--- src/rtl/ds18b20_scratchpad_writer_if.sv ---
// Host/engine-facing signal bundle of the DS18B20 scratchpad writer.
// The slave modport is the writer itself; the master modport is the
// combined host + 1-Wire byte engine side.
interface ds18b20_scratchpad_writer_if;
  logic        F1M;
  logic        start;
  logic [2:0]  device;
  logic [63:0] rom_code;
  logic [7:0]  th;
  logic [7:0]  tl;
  logic [1:0]  resolution;
  logic        copy_en;
  logic        bus_reset_req;
  logic        bus_reset_done;
  logic        presence;
  logic [7:0]  tx_byte;
  logic        byte_valid;
  logic        EoB;
  logic        busy;
  logic        done;
  logic        error;

  modport slave (
    input  F1M, start, device, rom_code, th, tl, resolution, copy_en,
    input  bus_reset_done, presence, EoB,
    output bus_reset_req, tx_byte, byte_valid, busy, done, error
  );

  modport master (
    output F1M, start, device, rom_code, th, tl, resolution, copy_en,
    output bus_reset_done, presence, EoB,
    input  bus_reset_req, tx_byte, byte_valid, busy, done, error
  );
endinterface

--- src/rtl/ds18b20_scratchpad_writer.sv ---
// Byte sequencer for writing TH/TL/config into one addressed DS18B20:
// reset, Match ROM, Write Scratchpad, TH, TL, CFG, then optionally a
// second reset, Match ROM, Copy Scratchpad and an EEPROM settle wait.
// All outputs are registered and derived from the next state.
module ds18b20_scratchpad_writer #(
  parameter int NUM_OF_DEV = 4,
  parameter int COPY_WAIT  = 10000
) (
  input  logic                          clk,
  input  logic                          rst,
  ds18b20_scratchpad_writer_if.slave    bus
);

  typedef enum logic [3:0] {
    S_IDLE, S_RST, S_MATCH, S_ROM, S_WRCMD, S_TH, S_TL, S_CFG,
    S_COPYCMD, S_CWAIT, S_DONE, S_ERR
  } state_e;

  localparam logic [13:0] WAIT_LAST = 14'(COPY_WAIT - 1);

  state_e      state_q, state_d;
  logic        pass_q, pass_d;          // 0: write pass, 1: copy pass
  logic [2:0]  cnt_q, cnt_d;            // ROM byte index
  logic [13:0] wait_q, wait_d;          // copy settle counter
  logic [63:0] rom_q, rom_d;
  logic [7:0]  th_q, th_d;
  logic [7:0]  tl_q, tl_d;
  logic [1:0]  res_q, res_d;
  logic        copy_q, copy_d;
  logic        bus_reset_req_q, bus_reset_req_d;
  logic [7:0]  byte_q, byte_d;
  logic        byte_valid_q, byte_valid_d;
  logic        busy_q, busy_d;
  logic        done_q, done_d;
  logic        error_q, error_d;
  logic        eob;

  // An end-of-byte strobe only counts while a byte is actually offered.
  assign eob = bus.EoB & byte_valid_q;

  // Next-state, latched-field and registered-output computation.
  always_comb begin
    // NOTE: every variable gets a default first so no path can infer a latch.
    state_d = state_q;
    pass_d  = pass_q;
    cnt_d   = cnt_q;
    wait_d  = wait_q;
    rom_d   = rom_q;
    th_d    = th_q;
    tl_d    = tl_q;
    res_d   = res_q;
    copy_d  = copy_q;

    if (bus.F1M) begin
      unique case (state_q)
        S_IDLE: if (bus.start) begin
          rom_d  = bus.rom_code;
          th_d   = bus.th;
          tl_d   = bus.tl;
          res_d  = bus.resolution;
          copy_d = bus.copy_en;
          pass_d = 1'b0;
          cnt_d  = 3'd0;
          wait_d = 14'd0;
          state_d = (32'(bus.device) >= NUM_OF_DEV) ? S_ERR : S_RST;
        end
        S_RST: if (bus.bus_reset_done) state_d = bus.presence ? S_MATCH : S_ERR;
        S_MATCH: if (eob) begin
          cnt_d   = 3'd0;
          state_d = S_ROM;
        end
        S_ROM: if (eob) begin
          if (cnt_q == 3'd7) state_d = pass_q ? S_COPYCMD : S_WRCMD;
          else               cnt_d   = cnt_q + 3'd1;
        end
        S_WRCMD: if (eob) state_d = S_TH;
        S_TH:    if (eob) state_d = S_TL;
        S_TL:    if (eob) state_d = S_CFG;
        S_CFG: if (eob) begin
          if (copy_q) begin
            pass_d  = 1'b1;
            state_d = S_RST;
          end else begin
            state_d = S_DONE;
          end
        end
        S_COPYCMD: if (eob) begin
          wait_d  = 14'd0;
          state_d = S_CWAIT;
        end
        S_CWAIT: begin
          if (wait_q == WAIT_LAST) state_d = S_DONE;
          else                     wait_d  = wait_q + 14'd1;
        end
        S_DONE:  state_d = S_IDLE;
        S_ERR:   state_d = S_IDLE;
        default: state_d = S_IDLE;
      endcase
    end

    bus_reset_req_d = (state_d == S_RST);
    byte_valid_d    = state_d inside {S_MATCH, S_ROM, S_WRCMD, S_TH, S_TL,
                                      S_CFG, S_COPYCMD};
    busy_d          = (state_d != S_IDLE);
    done_d          = (state_d == S_DONE);
    error_d         = (state_d == S_ERR);

    unique case (state_d)
      S_MATCH:   byte_d = 8'h55;
      S_ROM:     byte_d = rom_d[{cnt_d, 3'b000} +: 8];
      S_WRCMD:   byte_d = 8'h4E;
      S_TH:      byte_d = th_d;
      S_TL:      byte_d = tl_d;
      S_CFG:     byte_d = {1'b0, res_d, 5'b11111};
      S_COPYCMD: byte_d = 8'h48;
      default:   byte_d = 8'h00;
    endcase
  end

  // State, latched fields and outputs; everything clears on reset.
  always_ff @(posedge clk or posedge rst) begin
    if (rst) begin
      state_q         <= S_IDLE;
      pass_q          <= 1'b0;
      cnt_q           <= 3'd0;
      wait_q          <= 14'd0;
      rom_q           <= 64'd0;
      th_q            <= 8'd0;
      tl_q            <= 8'd0;
      res_q           <= 2'd0;
      copy_q          <= 1'b0;
      bus_reset_req_q <= 1'b0;
      byte_q          <= 8'h00;
      byte_valid_q    <= 1'b0;
      busy_q          <= 1'b0;
      done_q          <= 1'b0;
      error_q         <= 1'b0;
    end else begin
      // NOTE: non-blocking assignments so every flop samples pre-edge values.
      state_q         <= state_d;
      pass_q          <= pass_d;
      cnt_q           <= cnt_d;
      wait_q          <= wait_d;
      rom_q           <= rom_d;
      th_q            <= th_d;
      tl_q            <= tl_d;
      res_q           <= res_d;
      copy_q          <= copy_d;
      bus_reset_req_q <= bus_reset_req_d;
      byte_q          <= byte_d;
      byte_valid_q    <= byte_valid_d;
      busy_q          <= busy_d;
      done_q          <= done_d;
      error_q         <= error_d;
    end
  end

  assign bus.bus_reset_req = bus_reset_req_q;
  assign bus.tx_byte       = byte_q;
  assign bus.byte_valid    = byte_valid_q;
  assign bus.busy          = busy_q;
  assign bus.done          = done_q;
  assign bus.error         = error_q;

endmodule

--- src/flat_wrapper.sv ---
// flat-port wrapper written by rule: the top's interface ports become plain ports
module ds18b20_scratchpad_writer_flat 
#(
  parameter int NUM_OF_DEV = 4,
  parameter int COPY_WAIT  = 10000
)
  (clk, rst, bus_F1M, bus_start, bus_device, bus_rom_code, bus_th, bus_tl, bus_resolution, bus_copy_en, bus_bus_reset_done, bus_presence, bus_EoB, bus_bus_reset_req, bus_tx_byte, bus_byte_valid, bus_busy, bus_done, bus_error);
  ds18b20_scratchpad_writer_if bus_i ();
  input  logic clk;
  input  logic rst;
  input wire logic [$bits(bus_i.F1M)-1:0] bus_F1M;
  input wire logic [$bits(bus_i.start)-1:0] bus_start;
  input wire logic [$bits(bus_i.device)-1:0] bus_device;
  input wire logic [$bits(bus_i.rom_code)-1:0] bus_rom_code;
  input wire logic [$bits(bus_i.th)-1:0] bus_th;
  input wire logic [$bits(bus_i.tl)-1:0] bus_tl;
  input wire logic [$bits(bus_i.resolution)-1:0] bus_resolution;
  input wire logic [$bits(bus_i.copy_en)-1:0] bus_copy_en;
  input wire logic [$bits(bus_i.bus_reset_done)-1:0] bus_bus_reset_done;
  input wire logic [$bits(bus_i.presence)-1:0] bus_presence;
  input wire logic [$bits(bus_i.EoB)-1:0] bus_EoB;
  output wire logic [$bits(bus_i.bus_reset_req)-1:0] bus_bus_reset_req;
  output wire logic [$bits(bus_i.tx_byte)-1:0] bus_tx_byte;
  output wire logic [$bits(bus_i.byte_valid)-1:0] bus_byte_valid;
  output wire logic [$bits(bus_i.busy)-1:0] bus_busy;
  output wire logic [$bits(bus_i.done)-1:0] bus_done;
  output wire logic [$bits(bus_i.error)-1:0] bus_error;
  assign bus_i.F1M = bus_F1M;
  assign bus_i.start = bus_start;
  assign bus_i.device = bus_device;
  assign bus_i.rom_code = bus_rom_code;
  assign bus_i.th = bus_th;
  assign bus_i.tl = bus_tl;
  assign bus_i.resolution = bus_resolution;
  assign bus_i.copy_en = bus_copy_en;
  assign bus_i.bus_reset_done = bus_bus_reset_done;
  assign bus_i.presence = bus_presence;
  assign bus_i.EoB = bus_EoB;
  assign bus_bus_reset_req = bus_i.bus_reset_req;
  assign bus_tx_byte = bus_i.tx_byte;
  assign bus_byte_valid = bus_i.byte_valid;
  assign bus_busy = bus_i.busy;
  assign bus_done = bus_i.done;
  assign bus_error = bus_i.error;
  ds18b20_scratchpad_writer #(.NUM_OF_DEV(NUM_OF_DEV), .COPY_WAIT(COPY_WAIT)) u_core (.clk(clk), .rst(rst), .bus(bus_i));
endmodule
--- config.mk ---
export PLATFORM = sky130hd
export DESIGN_NAME = ds18b20_scratchpad_writer_flat
export DESIGN_NICKNAME = d
export VERILOG_FILES = /design/src/rtl/ds18b20_scratchpad_writer_if.sv /design/src/rtl/ds18b20_scratchpad_writer.sv /design/src/flat_wrapper.sv
export SDC_FILE = /design/constraint.sdc
export NUM_CORES = 1
export LEC_CHECK = 0
export CELL_PAD_IN_SITES_DETAIL_PLACEMENT = 0
export CELL_PAD_IN_SITES_GLOBAL_PLACEMENT = 1
export CORE_ASPECT_RATIO = 1.5
export CORE_MARGIN = 5
export CORE_UTILIZATION = 30
export CTS_BUF_LIST = sky130_fd_sc_hd__clkbuf_16
export DETAILED_ROUTE_END_ITERATION = 8
export GPL_TIMING_DRIVEN = 0
export HOLD_SLACK_MARGIN = 0.06
export PLACE_DENSITY_LB_ADDON = 0.1
export SETUP_SLACK_MARGIN = 0.2
export SLEW_MARGIN = 20
export SYNTH_ARGS = -nofsm -noshare
export SYNTH_HDL_FRONTEND = slang
export SYNTH_SLANG_ARGS = --single-unit
--- constraint.sdc ---
create_clock -name clk -period 4.8 [get_ports clk]
set_input_delay 0.72 -clock clk [delete_from_list [all_inputs] [get_ports clk]]
set_output_delay 0.72 -clock clk [all_outputs]
set_load 0.005 [all_outputs]
==> parameters.txt <==
Parameter                              Value

Synthesis
  Net count after synthesis    569
  Largest family of logic cells by synthesized area    multiplexers
  Share of synthesized area occupied by flip-flops and latches    50.0%
  XOR/XNOR share of the synthesized area    1.78%
  Yosys warnings    0
  Post-synthesis sequential element count    118
  Cells after Synth    474
  Area share of the largest cell type after synthesis    50.0%
  Simple-gate portion of the synthesized area    10.8%
  Compound-cell area share of the yosys netlist    8.43%
  Most frequently used flop master after synthesis    sky130_fd_sc_hd__dfrtp_1
  Cell taking the most area after synthesis    sky130_fd_sc_hd__dfrtp_1
  Ranking of synthesized cells by area    sky130_fd_sc_hd__dfrtp_1 (50%), sky130_fd_sc_hd__mux2_2 (19%), sky130_fd_sc_hd__mux2i_1 (5.9%)
  Average footprint of a synthesized cell    12.5 sq um
  Number of synthesized flops with an enable pin    0
  Arithmetic-cell share of the synthesized area counting full adders, half adders and majority gates    0.424%
  Proportion of synthesized flip-flops having asynchronous set or reset    100%
  Count of distinct cell types in the synthesized netlist    68
  Syn Std Cell Area    0.00591 sq mm
  Multiplexer area fraction after synthesis    25.4%

Clock tree
  Clock insertion delay at the later pin of the skew report    420 ps
  Post-CTS Setup Inserts    0
  Deepest level of the CTS H-tree    4
  Worst-path clk slew    50 ps
  CTS tree    built
  Number of buffers inserted for hold repair after clock tree synthesis    0
  Buffer depth of the longest clock path    2
  Number of clock buffers inserted by TritonCTS    17
  # resized after CTS    0
  Clock Tree Root    sky130_fd_sc_hd__clkbuf_16
  Number of clock sinks seen by CTS    118

Global route
  Vias in the first global route    4,569
  Maximum number of pins on one net before global-route repair    75
  Grt ovf    0
  GRT Util Overall    14.1%
  First-pass GRT wire length    24,800 um
  Antenna violations before repair    0

Setup path
  Worst EP required    5110 ps
  Worst setup slack for register-to-register paths    2010 ps
  Critical path class    in -> reg
  Critical Path Source Type    input pin
  Capturing element type of the critical path    flop
  Critical path fanouts, max    10
  Worst reg2reg path startpoint    u_core.wait_q[7]
  Reg-to-Reg End    u_core.bus.tx_byte[6]
  Slowest-stage cell, CP    sky130_fd_sc_hd__clkdlybuf4s50_1
  Critical Path AT    3420 ps
  R2r worst-path depth    8
  Worst setup path endpoint    u_core.bus.tx_byte[6]
  Crit-path max cell delay    600 ps
  Cell chain of the critical path    clkdlybuf4s50_1 > or3b_2 > o221ai_1 > a31oi_2 > buf_4 > mux2i_1 > mux2_2 > mux2_2 > o221ai_1
  Critical Path Start    bus_start

Placement
  Routability congestion estimate    0.837
  Number of buffers added on ports    102
  Post-placement worst setup slack    1240 ps
  HPWL reported at the end of detailed placement    11,800 um

STA
  Time the final worst path needs with I/O delays and setup    3110 ps
  Max-Slew Margin vs Limit    58.4%
  Final-report setup violation count    0
  Max-slew violations    0
  Share of the cycle needed by the critical path after routing    64.7%
  Transition time at the pin with the least slew margin    620 ps
  Setup TNS after final layout    0 ps
  Hold Violations, Final    0
  Final WS setup    1690 ps
  F_max    322 MHz
  Final worst clock skew    7.01 ps
  Setup repair after global routing missed its margin    false

Pwr
  Power share of the combinational group    40.6%
  Internal    0.00301 W
  Clock share of power    25.5%
  Leakage Power    3.18 nW
  VDD IR max    0.000239 V
  Power density of the placed cells    574 mW/mm^2
  Register share of total power    33.9%
  Switching power    0.00147 W
  Fraction of power spent switching nets    32.8%

Floorplan
  Area of the die    0.0227 sq mm
  Die Height    182 um
  Std-Cell Rows    63
  Die W    125 um
  Core Region    0.0195 sq mm
  Boundary Pins    106
  Starting Density    30.2%

Finish
  Fill cell instance count of the final layout    2,018
  Register area    0.00295 sq mm
  Most frequent cells in the layout    sky130_fd_sc_hd__dfrtp_1 (118), sky130_fd_sc_hd__clkdlybuf4s50_1 (102), sky130_fd_sc_hd__mux2_2 (101)
  Fraction of layout cells with a size suffix above 1    28.7%
  Most frequent standard cell in the layout excluding fill and tap cells    sky130_fd_sc_hd__dfrtp_1
  Inserted Diodes    0
  Signed area change from the synthesized netlist to the final layout    32.1%
  Area used by multi-input combinational logic    0.00277 sq mm
  Net count reported at finish    691

Run status
  Outcome    finished, final reports clean

Worst hold path
  Class of the worst hold path    reg -> reg
  Min-delay src    u_core.rom_q[54]

Detailed routing
  Number of remaining DRC errors    0
  Antenna viol nets, final    0
  Post-DR wirelength/cell    18.1 um
  Post-detailed-route via-to-cell ratio    4.84
  Routed via count    4,195
  Iteration-0 DRC Markers    145
  Total wirelength of the detailed-routed design    15,700 um
  Number of detailed-route iterations in the first pass    4

Flow run
  Max-capacitance violation count    0
how the worst min path moves through the flow:
stage / end / slack, ps / cells past startpoint
floorplan: u_core.th_q[0] / 470 / 1
global route: u_core.rom_q[38] / 510 / 1
detailed placement: u_core.rom_q[38] / 480 / 1
global placement: u_core.rom_q[6] / 480 / 1
CTS: u_core.rom_q[38] / 500 / 1
finish: u_core.rom_q[54] / 490 / 1
power groups by stage:
stage | sequential [W] | clock (W) | combinational [W]
finish | 0.00152 | 0.00114 | 0.00182
global route | 0.00156 | 0.00122 | 0.00200
CTS | 0.00152 | 0.00118 | 0.00186
detailed placement | 0.00154 | 0 | 0.00185
floorplan | 0.00150 | 0 | 0.00134
global placement | 0.00153 | 0 | 0.00183
cell usage after synthesis, drive strengths merged (4+ instances only):
| cell type | number |
|---|---|
| nor4 | 9 |
| mux2 | 102 |
| a21oi | 7 |
| nor3 | 5 |
| or3 | 4 |
| a32o | 4 |
| o21ai | 12 |
| inv | 12 |
| nand2b | 5 |
| buf | 21 |
| o211ai | 4 |
| nand4 | 8 |
| nand2 | 15 |
| dfrtp | 118 |
| nor2 | 30 |
| a31oi | 5 |
| nand3 | 11 |
| mux2i | 35 |
| xnor2 | 9 |
worst max-delay path, delay by kind of cell:
family                 cells  cell delay [ps]
buffers and inverters      2              880
AO/OA/AOI/OAI              3              610
AND/OR/NAND/NOR            1              480
multiplexers               3              710
final cells by class:
| cell class | count | share of cell area [%] |
|---|---|---|
| buffer | 24 | 1.81 |
| clock buffer | 17 | 5.45 |
| clock inverter | 13 | 1.22 |
| inverter | 12 | 0.673 |
| multi-input combinational | 320 | 35.4 |
| sequential | 118 | 37.8 |
| tap | 260 | 4.17 |
| timing repair buffer | 103 | 13.4 |
sequential cells by signal, indices dropped and copies added (netlist names):
| name | flops |
|---|---|
| u_core.bus.tx_byte | 8 |
| u_core.wait_q | 14 |
| u_core.bus.busy | 1 |
| u_core.bus.byte_valid | 1 |
| u_core.pass_q | 1 |
| u_core.th_q | 8 |
| u_core.tl_q | 8 |
| u_core.bus.error | 1 |
| u_core.res_q | 2 |
| u_core.rom_q | 64 |
| u_core.state_q | 4 |
| u_core.bus.bus_reset_req | 1 |
| u_core.cnt_q | 3 |
| u_core.bus.done | 1 |
| u_core.copy_q | 1 |
cell families (layout without fill, tap and decap cells):
family                     Yosys count  in the layout
buffers and inverters               36            169
adders and majority gates            2              2
xor gates and xnor gates            12             12
AOI/OAI and AO/OA                   63             63
and+or+nand+nor                    106            106
DFF                                118            118
muxes                              137            137
layer usage:
layer,vias to the layer above,GRT usage [%],wire (um)
met5,-,0,0
met4,0,5.92,366
met3,20,4.12,678
met2,94,24.6,8190
met1,2090,16.2,6510
li1,1991,-,-
per-stage QoR:
stage	instances	hold slack (ps)	util, %	cell area, sq um	total power (W)
3_3_place_gp	836	476	37.1	7250	0.00336
6_report	867	492	39.9	7810	0.00448
4_1_cts	867	496	39.9	7810	0.00457
2_1_floorplan	474	466	-	5910	0.00283
5_1_grt	867	507	39.9	7810	0.00477
3_5_place_dp	837	484	37.3	7290	0.00339
Note: power is estimated with default switching activity, not from simulation.
